### src/rtl/nibble_sequencer.sv
// nibble_sequencer: takes one 32-bit word from upstream and emits its nibbles
// one per symbol slot (nibble 0 first) to the symbol-to-chip spreader.
// Optional build macro SEQ_LAST_EN adds the outLast output marking the final
// symbol of each word.
module nibble_sequencer #(
  parameter int NUM_SYM = 8
) (
  input  logic        inClk,
  input  logic        inRst,
  input  logic [31:0] inData,
  input  logic        inValid,
  output logic        inReady,
  input  logic        inAbort,
  output logic [3:0]  outData,
  output logic [2:0]  outSel,
  output logic        outValid,
  input  logic        outReady,
  output logic        outBusy
`ifdef SEQ_LAST_EN
  ,
  output logic        outLast
`endif
);

  // Handshakes: a transfer happens on a rising edge where valid and ready are
  // both high. Valid never depends on ready; once outValid is raised,
  // outData/outSel stay stable until the symbol transfers (or abort/reset).
  // inReady is combinational: high in IDLE, and in SEND only when the last
  // symbol is transferring this cycle, so a new word loads with no bubble.

  typedef enum logic {
    IDLE = 1'b0,
    SEND = 1'b1
  } state_t;

  localparam logic [2:0] LAST_SEL = 3'(NUM_SYM - 1);

  state_t      state_q;
  logic [31:0] word_q;
  logic [2:0]  sel_q;
  logic        is_last;
  logic        accept;
  logic        out_xfer;

  assign is_last  = (sel_q == LAST_SEL);
  assign out_xfer = (state_q == SEND) && outReady;
  assign accept   = inValid && inReady;

  // Ready for a new word: idle, or finishing the last symbol; never during
  // reset or abort.
  always_comb begin
    inReady = 1'b0;
    if (!inRst && !inAbort) begin
      if (state_q == IDLE) begin
        inReady = 1'b1;
      end else begin
        inReady = outReady && is_last;
      end
    end
  end

  // Sequencer FSM: abort beats every transfer, word load beats symbol advance.
  always_ff @(posedge inClk) begin
    if (inRst) begin
      state_q <= IDLE;
      word_q  <= 32'h0;
      sel_q   <= 3'd0;
    end else if (state_q == SEND && inAbort) begin
      state_q <= IDLE;
      sel_q   <= 3'd0;
    end else if (accept) begin
      state_q <= SEND;
      word_q  <= inData;
      sel_q   <= 3'd0;
    end else if (out_xfer) begin
      if (is_last) begin
        state_q <= IDLE;
      end else begin
        sel_q <= sel_q + 3'd1;
      end
    end
  end

  // Nibble mux: select the held nibble addressed by the select counter.
  always_comb begin
    outData = 4'h0;
    case (sel_q)
      3'd0: outData = word_q[3:0];
      3'd1: outData = word_q[7:4];
      3'd2: outData = word_q[11:8];
      3'd3: outData = word_q[15:12];
      3'd4: outData = word_q[19:16];
      3'd5: outData = word_q[23:20];
      3'd6: outData = word_q[27:24];
      3'd7: outData = word_q[31:28];
      default: outData = 4'h0;
    endcase
  end

  assign outSel   = sel_q;
  assign outValid = (state_q == SEND);
  assign outBusy  = (state_q == SEND);

`ifdef SEQ_LAST_EN
  assign outLast = (state_q == SEND) && is_last;
`endif

endmodule

### config.mk
export PLATFORM = sky130hd
export DESIGN_NAME = nibble_sequencer
export DESIGN_NICKNAME = d
export VERILOG_FILES = /design/src/rtl/nibble_sequencer.sv
export SDC_FILE = /design/constraint.sdc
export NUM_CORES = 1
export LEC_CHECK = 0
export CAP_MARGIN = 20
export CORE_MARGIN = 2
export CORE_UTILIZATION = 56
export CTS_BUF_LIST = sky130_fd_sc_hd__clkbuf_16
export DETAILED_ROUTE_END_ITERATION = 10
export DONT_BUFFER_PORTS = 1
export GPL_ROUTABILITY_DRIVEN = 0
export GPL_TIMING_DRIVEN = 0
export PLACE_DENSITY = 0.74
export SLEW_MARGIN = 25
export SYNTH_ARGS = -nofsm -noshare
export SYNTH_HDL_FRONTEND = slang
export SYNTH_SLANG_ARGS = --single-unit
### constraint.sdc
create_clock -name inClk -period 2.4 [get_ports inClk]
set_input_delay 0.48 -clock inClk [delete_from_list [all_inputs] [get_ports inClk]]
set_output_delay 0.48 -clock inClk [all_outputs]
set_load 0.01 [all_outputs]
Yosys cells after proc, flatten, opt, wreduce, memory -nomap -nowiden
Index checks and enable logic that the tools add are counted.
{"block": "classes", "n_div": 0, "n_reduce_logical": 15, "n_shift": 0, "magnitude_cmp": 0, "add_sub_neg": 1, "n_bitwise": 2, "mul": 0, "n_mux": 6, "eq_ne": 7}
{"cell": "one-hot mux 4 bit (8 select lines)", "n": 1}
{"cell": "== test 3 bit (second input constant)", "n": 4}
{"cell": "== test 3 x 2 -> 1 bit (second input constant)", "n": 2}
{"cell": "AND reduction 2 bit", "n": 3}
{"cell": "logical AND 1 bit", "n": 5}
{"cell": "2-to-1 mux 1 bit", "n": 5}
{"cell": "nonzero test 2 bit", "n": 2}
{"cell": "adder 3 x 1 -> 3 bit (second input constant)", "n": 1}
{"cell": "== test 3 x 1 -> 1 bit (second input constant)", "n": 1}
{"cell": "zero test 3 bit", "n": 1}
{"cell": "OR reduction 3 bit", "n": 1}
{"cell": "zero test 1 bit", "n": 2}
{"cell": "NOT 1 bit", "n": 2}
{"cell": "OR reduction 2 bit", "n": 1}
{"block": "totals", "n_memories": 0, "out_inout_bits": 10, "latchBits": 0, "elab_cells": 34, "inputBits": 37, "reg_bits": 36, "rom_bits": 0, "mem_bits_rw": 0}

Longest topological paths before layout
Gate-level depths: netlist of run 1.
{"block": "depth", "word_depth": 7, "mapped_depth": 7, "mapped_depth_nobuf": 5}

Worst setup path before layout of run 1
No wires, ideal clock.
{"block": "synth_timing", "kind": "reg-to-output", "start": "register sel_q[2], in the netlist outSel[2]", "end": "output outData[0]", "t_arrival_ns": 2.023, "t_required_ns": 1.920, "path_stages_with_launch": 7, "path_slack_ns": -0.103, "n_path_buf": 1, "cell_sequence": "dfxtp_1 > clkbuf_1 > inv_1 > ha_1 > or4_4 > or2_4 > a31oi_1"}
{"block": "synth_between", "elab_chain_cells": 2, "elab_cells_between_ends": 9, "classes_between": "eq/ne (7); mux (1); reduce/logical (1)"}
{"item": "start, declared", "line_no": "40", "rtl": "logic [2:0] sel_q;"}
{"item": "start signal, assigned", "line_no": "79", "rtl": "sel_q <= sel_q + 3'd1;"}
{"item": "== test 3 bit, or another cell as far along", "line_no": "87", "rtl": "case (sel_q)"}
{"item": "one-hot mux 4 bit (8 select lines) (*)", "line_no": "87"}
{"item": "end, declared", "line_no": "14", "rtl": "output logic [3:0] outData,"}
Mark *: on every way between the ends. The rest lies on a longest branch, timed or not.

Worst setup path in the final report of run 1
Ends and elaborated chain as after synthesis.

==> metrics.txt, run 1 <==
CP max stage cell=or4_4; Critical Path Sink=outData[0]; kind of critical path=reg -> out; num rows=20; Clock transition at path regs=0.06 ns; Final Max Slew Viols=0; Slew @ Worst Pin=0.5658 ns; die area=0.003699 sq mm; M3 GR Usage=8.529%; largest net degree at the start of global routing=12; failing checks=negative setup slack; drt initial violations=144; GR peak layer=met2; Tot GR Track Use=29.68%; CP delay by family, top=simple AND/OR/NAND/NOR gates; Post-Syn Instances=211; M1 GR Usage=36.68%; quantity of hold-fixing buffers added after cts=0; crit end category=output pin; status=complete, but fails checks; Leakage=0.0008859 uW; root buffer cell=clkbuf_16; CP bufs+invs=2; filler cell count=258; max_cap viols=0; CTS Sinks=36; routed vias=1784; final worst-path cycle share=107.6%; Inserted Clock Buffers=5; WP data arrival=2.10 ns; Clock Tree Buf Depth=2; Worst EP required=1.92 ns; Core ar.=0.003053 sq mm; wire per inst=18.81 um; internal reg-to-reg setup slack=0.49 ns; Synth Cell Area=0.001808 sq mm; Achievable Freq=387.2 MHz; synthesized flop and latch total=36; maximum vdd drop=448.7 uV; Tmin final=2.583 ns; Fin. Hold Viols=0; vias in the first global route=1678; H-tree lvl count=2; die height=60.82 um; Die X=60.82 um; sequential area share after synthesis=39.86%; Clock Skews=0.003771 ns; total power=1515 uW; first-pass GRT wire length=7990 um; placed insts=255; clk_lat worst skew=0.28 ns; Reg-to-Reg Start=outSel[1]$_SDFFE_PP0P_; Post-Syn Nets=254; # setup viols final=4; Antenna Violating Nets Remaining=0; min-delay worst type=in -> reg; Final HPWL DP=3409 um; CP Depth=6; CTS tree=yes; first-pass iteration count of the detailed router=5; vias per inst=6.657; area growth from synthesis to layout=21.31%; Max transition margin=62.28%; Worst Setup Start Kind=flop; I/O pin cnt=47; non-filler cells, final=268; port buffer count=0; Nets=266; M2 GR Usage=48.85%; Critical Path Source=outSel[2]$_SDFFE_PP0P_; distinct cell type count after synthesis=35; number of diodes=0; R2R Path End=word_q[1]$_SDFFE_PP0P_; PnR worst setup slack=-0.1827 ns; initial core utilization=59.22%; Max Fanout on Critical Path=4; Hold WS=0.2645 ns; crit path cell chain=clkbuf_16 > clkinvlp_4 > ha_4 > or4_4 > or2_4 > a31oi_4; Syn Area/Cell=8.569 sq um; Remaining DRCs=0; initial antenna violation count=0; Total Wirelength=5042 um; Synth warnings=0; Power Density=690.8 mW/mm^2; RSZ-0062 raised after global routing=true; crit-path max cell delay=0.54 ns; Worst R2R Path Depth=7; layout cell share with drive strength beyond 1=15.63%; grt total ovfl=0
==> through the flow <==
step	setup slack, ns	setup TNS, ns	instance area (sq um)	util, %
after floorplan	0.007201	0	1818	-
after global placement	-0.1700	-0.6377	1873	61.35
after detailed placement	-0.2028	-0.7552	1873	61.35
after CTS	-0.2098	-0.7778	2176	71.27
after global routing	-0.2175	-0.8426	2193	71.84
final	-0.1827	-0.7073	2193	71.84
==> state kept, by name, indices dropped and copies added (netlist names) <==
name,flops
outBusy,1
outSel,3
word_q,32
==> power breakdown <==
group | switching, uW | internal, uW
registers | 20.5 | 625
logic | 94.2 | 50.0
clock network | 242 | 484
==> worst reg2reg max path, cell delays in order (launching register included) <==
cell      delay, ns
dfxtp_2        0.39
ha_2           0.26
ha_4           0.20
a21bo_1        0.12
clkbuf_1       0.25
clkbuf_1       0.40
nand3_1        0.16
nand2_1        0.09
==> worst min-delay path by stage <==
stage | start | end | slack (ns) | cells past startpoint
global placement | word_q[31]$_SDFFE_PP0P_ | word_q[31]$_SDFFE_PP0P_ | 0.45 | 2
floorplan | word_q[16]$_SDFFE_PP0P_ | word_q[16]$_SDFFE_PP0P_ | 0.44 | 2
detailed placement | word_q[5]$_SDFFE_PP0P_ | word_q[5]$_SDFFE_PP0P_ | 0.46 | 2
finish | inRst | outBusy$_SDFFE_PP0P_ | 0.26 | 1
CTS | inRst | outBusy$_SDFFE_PP0P_ | 0.26 | 1
global route | inRst | outBusy$_SDFFE_PP0P_ | 0.26 | 1
==> synthesized netlist by cell type, drive strengths merged <==
cell type,count,share of area [%]
a211oi,2,0.83
a21bo,1,0.55
a21boi,1,0.42
a21oi,1,0.28
a221o,3,1.7
a222oi,3,1.7
a22o,3,1.5
a22oi,2,0.83
a31oi,5,2.1
and2,2,0.69
and3,1,0.35
and3b,1,0.48
buf,3,1.2
clkbuf,21,4.4
dfxtp,36,40
ha,6,4.2
inv,5,1.0
mux2i,1,0.55
nand2,32,6.6
nand3,32,8.9
nand3b,1,0.42
nor2,3,0.62
nor3,5,1.4
nor3b,1,0.69
o211a,1,0.55
o21ai,3,0.83
o311ai,32,16
o31ai,1,0.42
or2,1,0.48
or4,1,0.62
xnor2,1,0.48
==> metal layers <==
metal | share of wire [%] | wire [um]
met1 | 41 | 2045
met2 | 48 | 2421
met3 | 9.2 | 462
met4 | 2.2 | 113
met5 | 0 | 0
==> cells in the final DEF (no fill, tap or decap), drive strengths merged, types with 2 or more instances in the layout <==
cell type | netlist | layout
a211oi | 2 | 2
a221o | 3 | 3
a222oi | 3 | 3
a22o | 3 | 3
a22oi | 2 | 2
a31oi | 5 | 5
and2 | 2 | 2
buf | 3 | 8
clkbuf | 21 | 26
dfxtp | 36 | 36
ha | 6 | 6
inv | 5 | 5
nand2 | 32 | 32
nand3 | 32 | 32
nor2 | 3 | 3
nor3 | 5 | 5
o21ai | 3 | 3
o311ai | 32 | 32
==> area by class of cell <==
| cell class | instances | area [sq um] | area share [%] |
|---|---|---|---|
| buffer | 23 | 112.6 | 5.134 |
| clock buffer | 5 | 125.1 | 5.705 |
| clock inverter | 3 | 38.79 | 1.768 |
| inverter | 5 | 22.52 | 1.027 |
| multi-input combinational | 146 | 1065 | 48.55 |
| sequential | 36 | 729.5 | 33.26 |
| tap | 44 | 55.05 | 2.510 |
| timing repair buffer | 6 | 45.04 | 2.054 |
==> cells by family after synthesis <==
family,Yosys count,synth area share [%]
DFF,36,39.86
xor gates and xnor gates,1,0.4845
and+or+nand+nor,80,21.25
adders and majority gates,6,4.152
muxes,1,0.5537
AOI/OAI and AO/OA,58,27.06
buffers and inverters,29,6.644
==> what timing repair did <==
| item | in CTS | in global routing |
|---|---|---|
| endpoints found under the hold margin | 0 | 0 |
| endpoints found under the setup margin | 5 | 5 |
| gates resized for setup | 22 | 3 |
| buffers inserted | 4 | 2 |
| pin swaps | 6 | 3 |
(Power assumes the default switching activity.)
==> inputs of run 2 (changes only) <==
--- a/config.mk
+++ b/config.mk
@@ -7,13 +7,13 @@
 export LEC_CHECK = 0
 export CAP_MARGIN = 20
 export CORE_MARGIN = 2
-export CORE_UTILIZATION = 56
+export CORE_UTILIZATION = 48
 export CTS_BUF_LIST = sky130_fd_sc_hd__clkbuf_16
 export DETAILED_ROUTE_END_ITERATION = 10
 export DONT_BUFFER_PORTS = 1
 export GPL_ROUTABILITY_DRIVEN = 0
 export GPL_TIMING_DRIVEN = 0
-export PLACE_DENSITY = 0.74
+export PLACE_DENSITY = 0.65
 export SLEW_MARGIN = 25
 export SYNTH_ARGS = -nofsm -noshare
 export SYNTH_HDL_FRONTEND = slang
==> metrics.txt, run 2 (synthesized netlist as in run 1, its figures left out) <==
clk_lat worst skew=0.28 ns (about the same); initial core utilization=49.76% (was 59.22%); maximum vdd drop=308.2 uV (was 448.7 uV); area growth from synthesis to layout=21.45% (was 21.31%); Core ar.=0.003633 sq mm (was 0.003053 sq mm); filler cell count=335 (was 258); max_cap viols=0 (unchanged); Inserted Clock Buffers=5 (unchanged); port buffer count=0 (unchanged); wire per inst=19.68 um (was 18.81 um); P_sw=353.1 uW (was 356.5 uW); first-pass GRT wire length=8631 um (was 7990 um); H-tree lvl count=2 (unchanged); internal reg-to-reg setup slack=0.52 ns (was 0.49 ns); number of diodes=0 (unchanged); Worst EP required=1.92 ns (about the same); Hold WS=0.2654 ns (was 0.2645 ns); Reg-to-Reg Start=outSel[1]$_SDFFE_PP0P_ (unchanged); most frequent cells in the layout=dfxtp_1, nand3_1, nand2_1 (unchanged); Top reg by flops=word_q (unchanged); drt initial violations=160 (was 144); Critical Path Source=outSel[2]$_SDFFE_PP0P_ (unchanged); I/O pin cnt=47 (unchanged); num rows=22 (was 20); failing checks=negative setup slack (unchanged); WP data arrival=2.08 ns (was 2.10 ns); Total Wirelength=5332 um (was 5042 um); Antenna Violating Nets Remaining=0 (unchanged); CTS Sinks=36 (unchanged); Slew @ Worst Pin=0.5399 ns (was 0.5658 ns); # setup viols final=4 (unchanged); Tot GR Track Use=26.69% (was 29.68%); Tmin final=2.558 ns (was 2.583 ns); Max transition margin=64.01% (was 62.28%); Clock Tree Buf Depth=2 (unchanged); RSZ-0062 raised after global routing=true (unchanged); Clk pwr share=43.4% (was 47.9%); crit end category=output pin (unchanged); Fin. Hold Viols=0 (unchanged); commonest non-fill, non-tap cell in the layout=dfxtp_1 (unchanged); Final Max Slew Viols=0 (unchanged); vias in the first global route=1795 (was 1678); Nets=266 (unchanged); Worst Setup Start Kind=flop (unchanged); die area=0.004273 sq mm (was 0.003699 sq mm); largest net degree at the start of global routing=11 (was 12); routed vias=1786 (was 1784); Seq pwr share=46.2% (was 42.6%); grt total ovfl=0 (unchanged); placed insts=259 (was 255); Power Density=637.2 mW/mm^2 (was 690.8 mW/mm^2); min-delay worst type=in -> reg (unchanged); kind of critical path=reg -> out (unchanged); root buffer cell=clkbuf_16 (unchanged); quantity of hold-fixing buffers added after cts=0 (unchanged); Achievable Freq=390.9 MHz (was 387.2 MHz); initial antenna violation count=0 (unchanged); Leakage=0.0008685 uW (was 0.0008859 uW); CTS tree=yes (unchanged); Internal=1046 uW (was 1159 uW); Switching Share=25.24% (was 23.53%); Max Fanout on Critical Path=4 (unchanged); Clock Skews=0.002165 ns (was 0.003771 ns); combinational power share=10.4% (was 9.5%); non-filler cells, final=271 (was 268); Final Instance Area=0.002196 sq mm (was 0.002193 sq mm); first-pass iteration count of the detailed router=4 (was 5); Clock transition at path regs=0.05 ns (was 0.06 ns); PnR worst setup slack=-0.1579 ns (was -0.1827 ns); final worst-path cycle share=106.6% (was 107.6%); Remaining DRCs=0 (unchanged); hold_sp=inRst (unchanged); Die X=65.37 um (was 60.82 um); Largest register FFs=32 (unchanged); die height=65.37 um (was 60.82 um); layout cell share with drive strength beyond 1=16.14% (was 15.63%); vias per inst=6.590 (was 6.657); Final HPWL DP=3594 um (was 3409 um); status=complete, but fails checks (unchanged); DP Area=0.001878 sq mm (was 0.001873 sq mm)
==> run 2: changes by cell type in the layout (fill, tap and decap cells not counted), moves of 2 or more <==
cell and change:
nor3_2 +2, clkinv_1 +2, nor3_1 -2, ha_4 +2
==> run 2: area by class of cell <==
cell class,count,area [sq um],area share (%)
timing repair buffer,5,37.54,1.709
buffer,24,113.9,5.185
inverter,5,25.02,1.140
multi-input combinational,146,1097,49.97
sequential,36,729.5,33.22
clock buffer,5,125.1,5.698
clock inverter,2,7.507,0.3419
tap,48,60.06,2.735
==> run 2: path summary, 6_finish.rpt <==
check,cells after the start,end
min,1,outBusy$_SDFFE_PP0P_
max,6,outData[3]
min reg2reg,2,word_q[4]$_SDFFE_PP0P_
max reg2reg,7,word_q[1]$_SDFFE_PP0P_
==> run 2: repair_timing <==
item	in CTS	in global routing
pin swaps	5	4
gates resized for setup	20	11
setup buffers	5	0
setup endpoints to repair	5	5
==> run 2: through the flow <==
stage,util (%),total power [uW],worst slack (ns),TNS [ns]
final,60.43,1399,-0.1579,-0.5333
after global routing,60.43,1443,-0.1877,-0.6497
after CTS,58.99,1396,-0.1929,-0.6827
after detailed placement,51.69,782.5,-0.2205,-0.8306
after global placement,51.69,777.5,-0.1921,-0.7218
after floorplan,-,748.2,0.007201,0
==> run 2: per-layer routing <==
layer / GRT usage (%) / part of all wire, % / vias up / wire length [um]
met5: 0 / 0 / - / 0
met4: 15.10 / 2.2 / 0 / 119
met3: 5.479 / 7.3 / 11 / 391
met2: 43.88 / 50 / 77 / 2670
met1: 32.37 / 40 / 866 / 2150
li1: - / - / 832 / -
==> run 2: critical path, stage by stage, from the launching register on <==
cell        delay, ns
dfxtp_4          0.39
buf_8            0.11
clkinvlp_4       0.09
ha_4             0.17
or4_4            0.52
or2_4            0.30
a31oi_4          0.22
==> run 2: power groups by stage <==
stage	combinational, uW	sequential (uW)	clock (uW)
floorplan	97.2	651	0
global placement	120	657	0
detailed placement	124	658	0
CTS	139	645	612
global route	160	648	635
finish	146	647	607
==> inputs of run 3 (changes only) <==
--- a/config.mk
+++ b/config.mk
@@ -6,14 +6,16 @@
 export NUM_CORES = 1
 export LEC_CHECK = 0
 export CAP_MARGIN = 20
+export CELL_PAD_IN_SITES_DETAIL_PLACEMENT = 1
+export CELL_PAD_IN_SITES_GLOBAL_PLACEMENT = 1
 export CORE_MARGIN = 2
-export CORE_UTILIZATION = 48
+export CORE_UTILIZATION = 41
 export CTS_BUF_LIST = sky130_fd_sc_hd__clkbuf_16
 export DETAILED_ROUTE_END_ITERATION = 10
 export DONT_BUFFER_PORTS = 1
 export GPL_ROUTABILITY_DRIVEN = 0
 export GPL_TIMING_DRIVEN = 0
-export PLACE_DENSITY = 0.65
+export PLACE_DENSITY_LB_ADDON = 0.1
 export SLEW_MARGIN = 25
 export SYNTH_ARGS = -nofsm -noshare
 export SYNTH_HDL_FRONTEND = slang
==> metrics.txt, run 3 (synthesized netlist as in run 1, its figures left out) <==
RSZ-0062 raised after global routing=true (unchanged); Max Fanout on Critical Path=4 (unchanged); status=complete, but fails checks (unchanged); WP data arrival=2.13 ns (was 2.08 ns); Slew @ Worst Pin=0.5958 ns (was 0.5399 ns); die area=0.004957 sq mm (was 0.004273 sq mm); fin util=52.24% (was 60.43%); maximum vdd drop=420.9 uV (was 308.2 uV); largest net degree at the start of global routing=12 (was 11); internal reg-to-reg setup slack=0.39 ns (was 0.52 ns); Achievable Freq=383.3 MHz (was 390.9 MHz); Hold EP=outBusy$_SDFFE_PP0P_ (unchanged); DP Area=0.001883 sq mm (was 0.001878 sq mm); Nets=267 (was 266); commonest non-fill, non-tap cell in the layout=dfxtp_1 (unchanged); Fin. Hold Viols=0 (unchanged); CP max stage cell=or4_4 (unchanged); CP bufs+invs=2 (unchanged); I/O pin cnt=47 (unchanged); crit path cell chain=clkbuf_16 > clkinvlp_4 > ha_4 > or4_4 > or2_4 > a31oi_4 (was buf_8 > clkinvlp_4 > ha_4 > or4_4 > or2_4 > a31oi_4); first-pass GRT wire length=9639 um (was 8631 um); Hold WS=0.2696 ns (was 0.2654 ns); clk_lat worst skew=0.28 ns (about the same); min-delay worst type=in -> reg (unchanged); Power Density=681.4 mW/mm^2 (was 637.2 mW/mm^2); root buffer cell=clkbuf_16 (unchanged); most frequent cells in the layout=dfxtp_1, nand3_1, nand2_1 (unchanged); wire per inst=22.46 um (was 19.68 um); Remaining DRCs=0 (unchanged); # setup viols final=4 (unchanged); Worst EP required=1.92 ns (about the same); Final Max Slew Viols=0 (unchanged); grt total ovfl=0 (unchanged); Inserted Clock Buffers=5 (unchanged); Clock Skews=0.003370 ns (was 0.002165 ns); first-pass iteration count of the detailed router=4 (unchanged); layout cell share with drive strength beyond 1=17.33% (was 16.14%); max_cap viols=0 (unchanged); Worst Setup Start Kind=flop (unchanged); vias in the first global route=1897 (was 1795); Final HPWL DP=3933 um (was 3594 um); Die X=70.41 um (was 65.37 um); number of diodes=0 (unchanged); Clock transition at path regs=0.05 ns (about the same); Hold Path Depth=1 (unchanged); initial core utilization=42.10% (was 49.76%); Tot GR Track Use=24.97% (was 26.69%); Total Wirelength=6221 um (was 5332 um); Top reg by flops=word_q (unchanged); R2R Path End=word_q[1]$_SDFFE_PP0P_ (unchanged); CP delay by family, top=simple AND/OR/NAND/NOR gates (unchanged); routed vias=1789 (was 1786); Tmin final=2.609 ns (was 2.558 ns); Reg-to-Reg Start=outSel[1]$_SDFFE_PP0P_ (unchanged); Worst R2R Path Depth=8 (was 7); initial antenna violation count=0 (unchanged); CTS tree=yes (unchanged); num rows=24 (was 22); H-tree lvl count=2 (unchanged); failing checks=negative setup slack (unchanged); drt initial violations=125 (was 160); Core ar.=0.004294 sq mm (was 0.003633 sq mm); Largest register FFs=32 (unchanged); Clock Tree Buf Depth=2 (unchanged); crit end category=output pin (unchanged); Leakage=0.0008953 uW (was 0.0008685 uW); hold_sp=inRst (unchanged); Max transition margin=60.28% (was 64.01%); Antenna Violating Nets Remaining=0 (unchanged); final worst-path cycle share=108.7% (was 106.6%); Final Instance Area=0.002243 sq mm (was 0.002196 sq mm); PnR worst setup slack=-0.2091 ns (was -0.1579 ns); port buffer count=0 (unchanged); kind of critical path=reg -> out (unchanged); vias per inst=6.458 (was 6.590); crit-path max cell delay=0.48 ns (was 0.52 ns); CTS Sinks=36 (unchanged); die height=70.41 um (was 65.37 um); area growth from synthesis to layout=24.08% (was 21.45%)
run 3: per-stage QoR:
step	power, uW	TNS [ns]	std cells	setup slack, ns
floorplan	748.2	0	211	0.007201
global placement	780.2	-0.8667	263	-0.2302
detailed placement	786.6	-0.9319	263	-0.2513
CTS	1533	-0.8153	274	-0.2290
global route	1576	-0.8608	277	-0.2412
finish	1529	-0.7110	277	-0.2091
run 3: metal layers:
metal  wire length [um]  up-vias  track usage, %
met4                126        0           10.04
li1                   -      837               -
met3                296       13           6.349
met5                  0        -               0
met2               3101       48           40.04
met1               2698      891           31.93
run 3: where the power goes:
group	switching (uW)	leakage [uW]	total (uW)	internal (uW)
clock	245	0.0000850	729	484
sequential	22.9	0.000296	648	625
combinational	100	0.000514	152	51.4
total	369	0.000895	1530	1160
run 3: worst register-to-register path: stages, from the launching register on:
cell	delay, ns
dfxtp_2	0.43
ha_4	0.20
ha_4	0.17
buf_4	0.14
a21bo_1	0.10
clkbuf_1	0.28
clkbuf_1	0.39
nand3_1	0.16
nand2_1	0.09
run 3: cell type report:
class | count | area, sq um
Multi-Input combinational cell | 146 | 1097
Fill cell | 484 | 2051
Buffer | 23 | 112.6
Tap cell | 52 | 65.06
Timing Repair Buffer | 7 | 52.55
Sequential cell | 36 | 729.5
Clock buffer | 5 | 125.1
Clock inverter | 3 | 38.79
Inverter | 5 | 22.52
run 3: worst max-delay path by stage:
stage                           start    endpoint  slack, ns  cells past startpoint
6_report       outSel[2]$_SDFFE_PP0P_  outData[3]      -0.21                      6
4_1_cts        outSel[2]$_SDFFE_PP0P_  outData[0]      -0.23                      6
5_1_grt        outSel[2]$_SDFFE_PP0P_  outData[3]      -0.24                      6
3_3_place_gp   outSel[2]$_SDFFE_PP0P_  outData[2]      -0.23                      6
2_1_floorplan  outSel[2]$_SDFFE_PP0P_  outData[0]      0.007                      6
3_5_place_dp   outSel[2]$_SDFFE_PP0P_  outData[3]      -0.25                      6
run 3: what timing repair did:
item,4_1_cts,5_1_grt
cloned,0,0
hold buffers,0,0
setup buffers,4,3
endpoints found under the setup margin,5,4
pin swaps,6,6
gates resized for setup,23,8
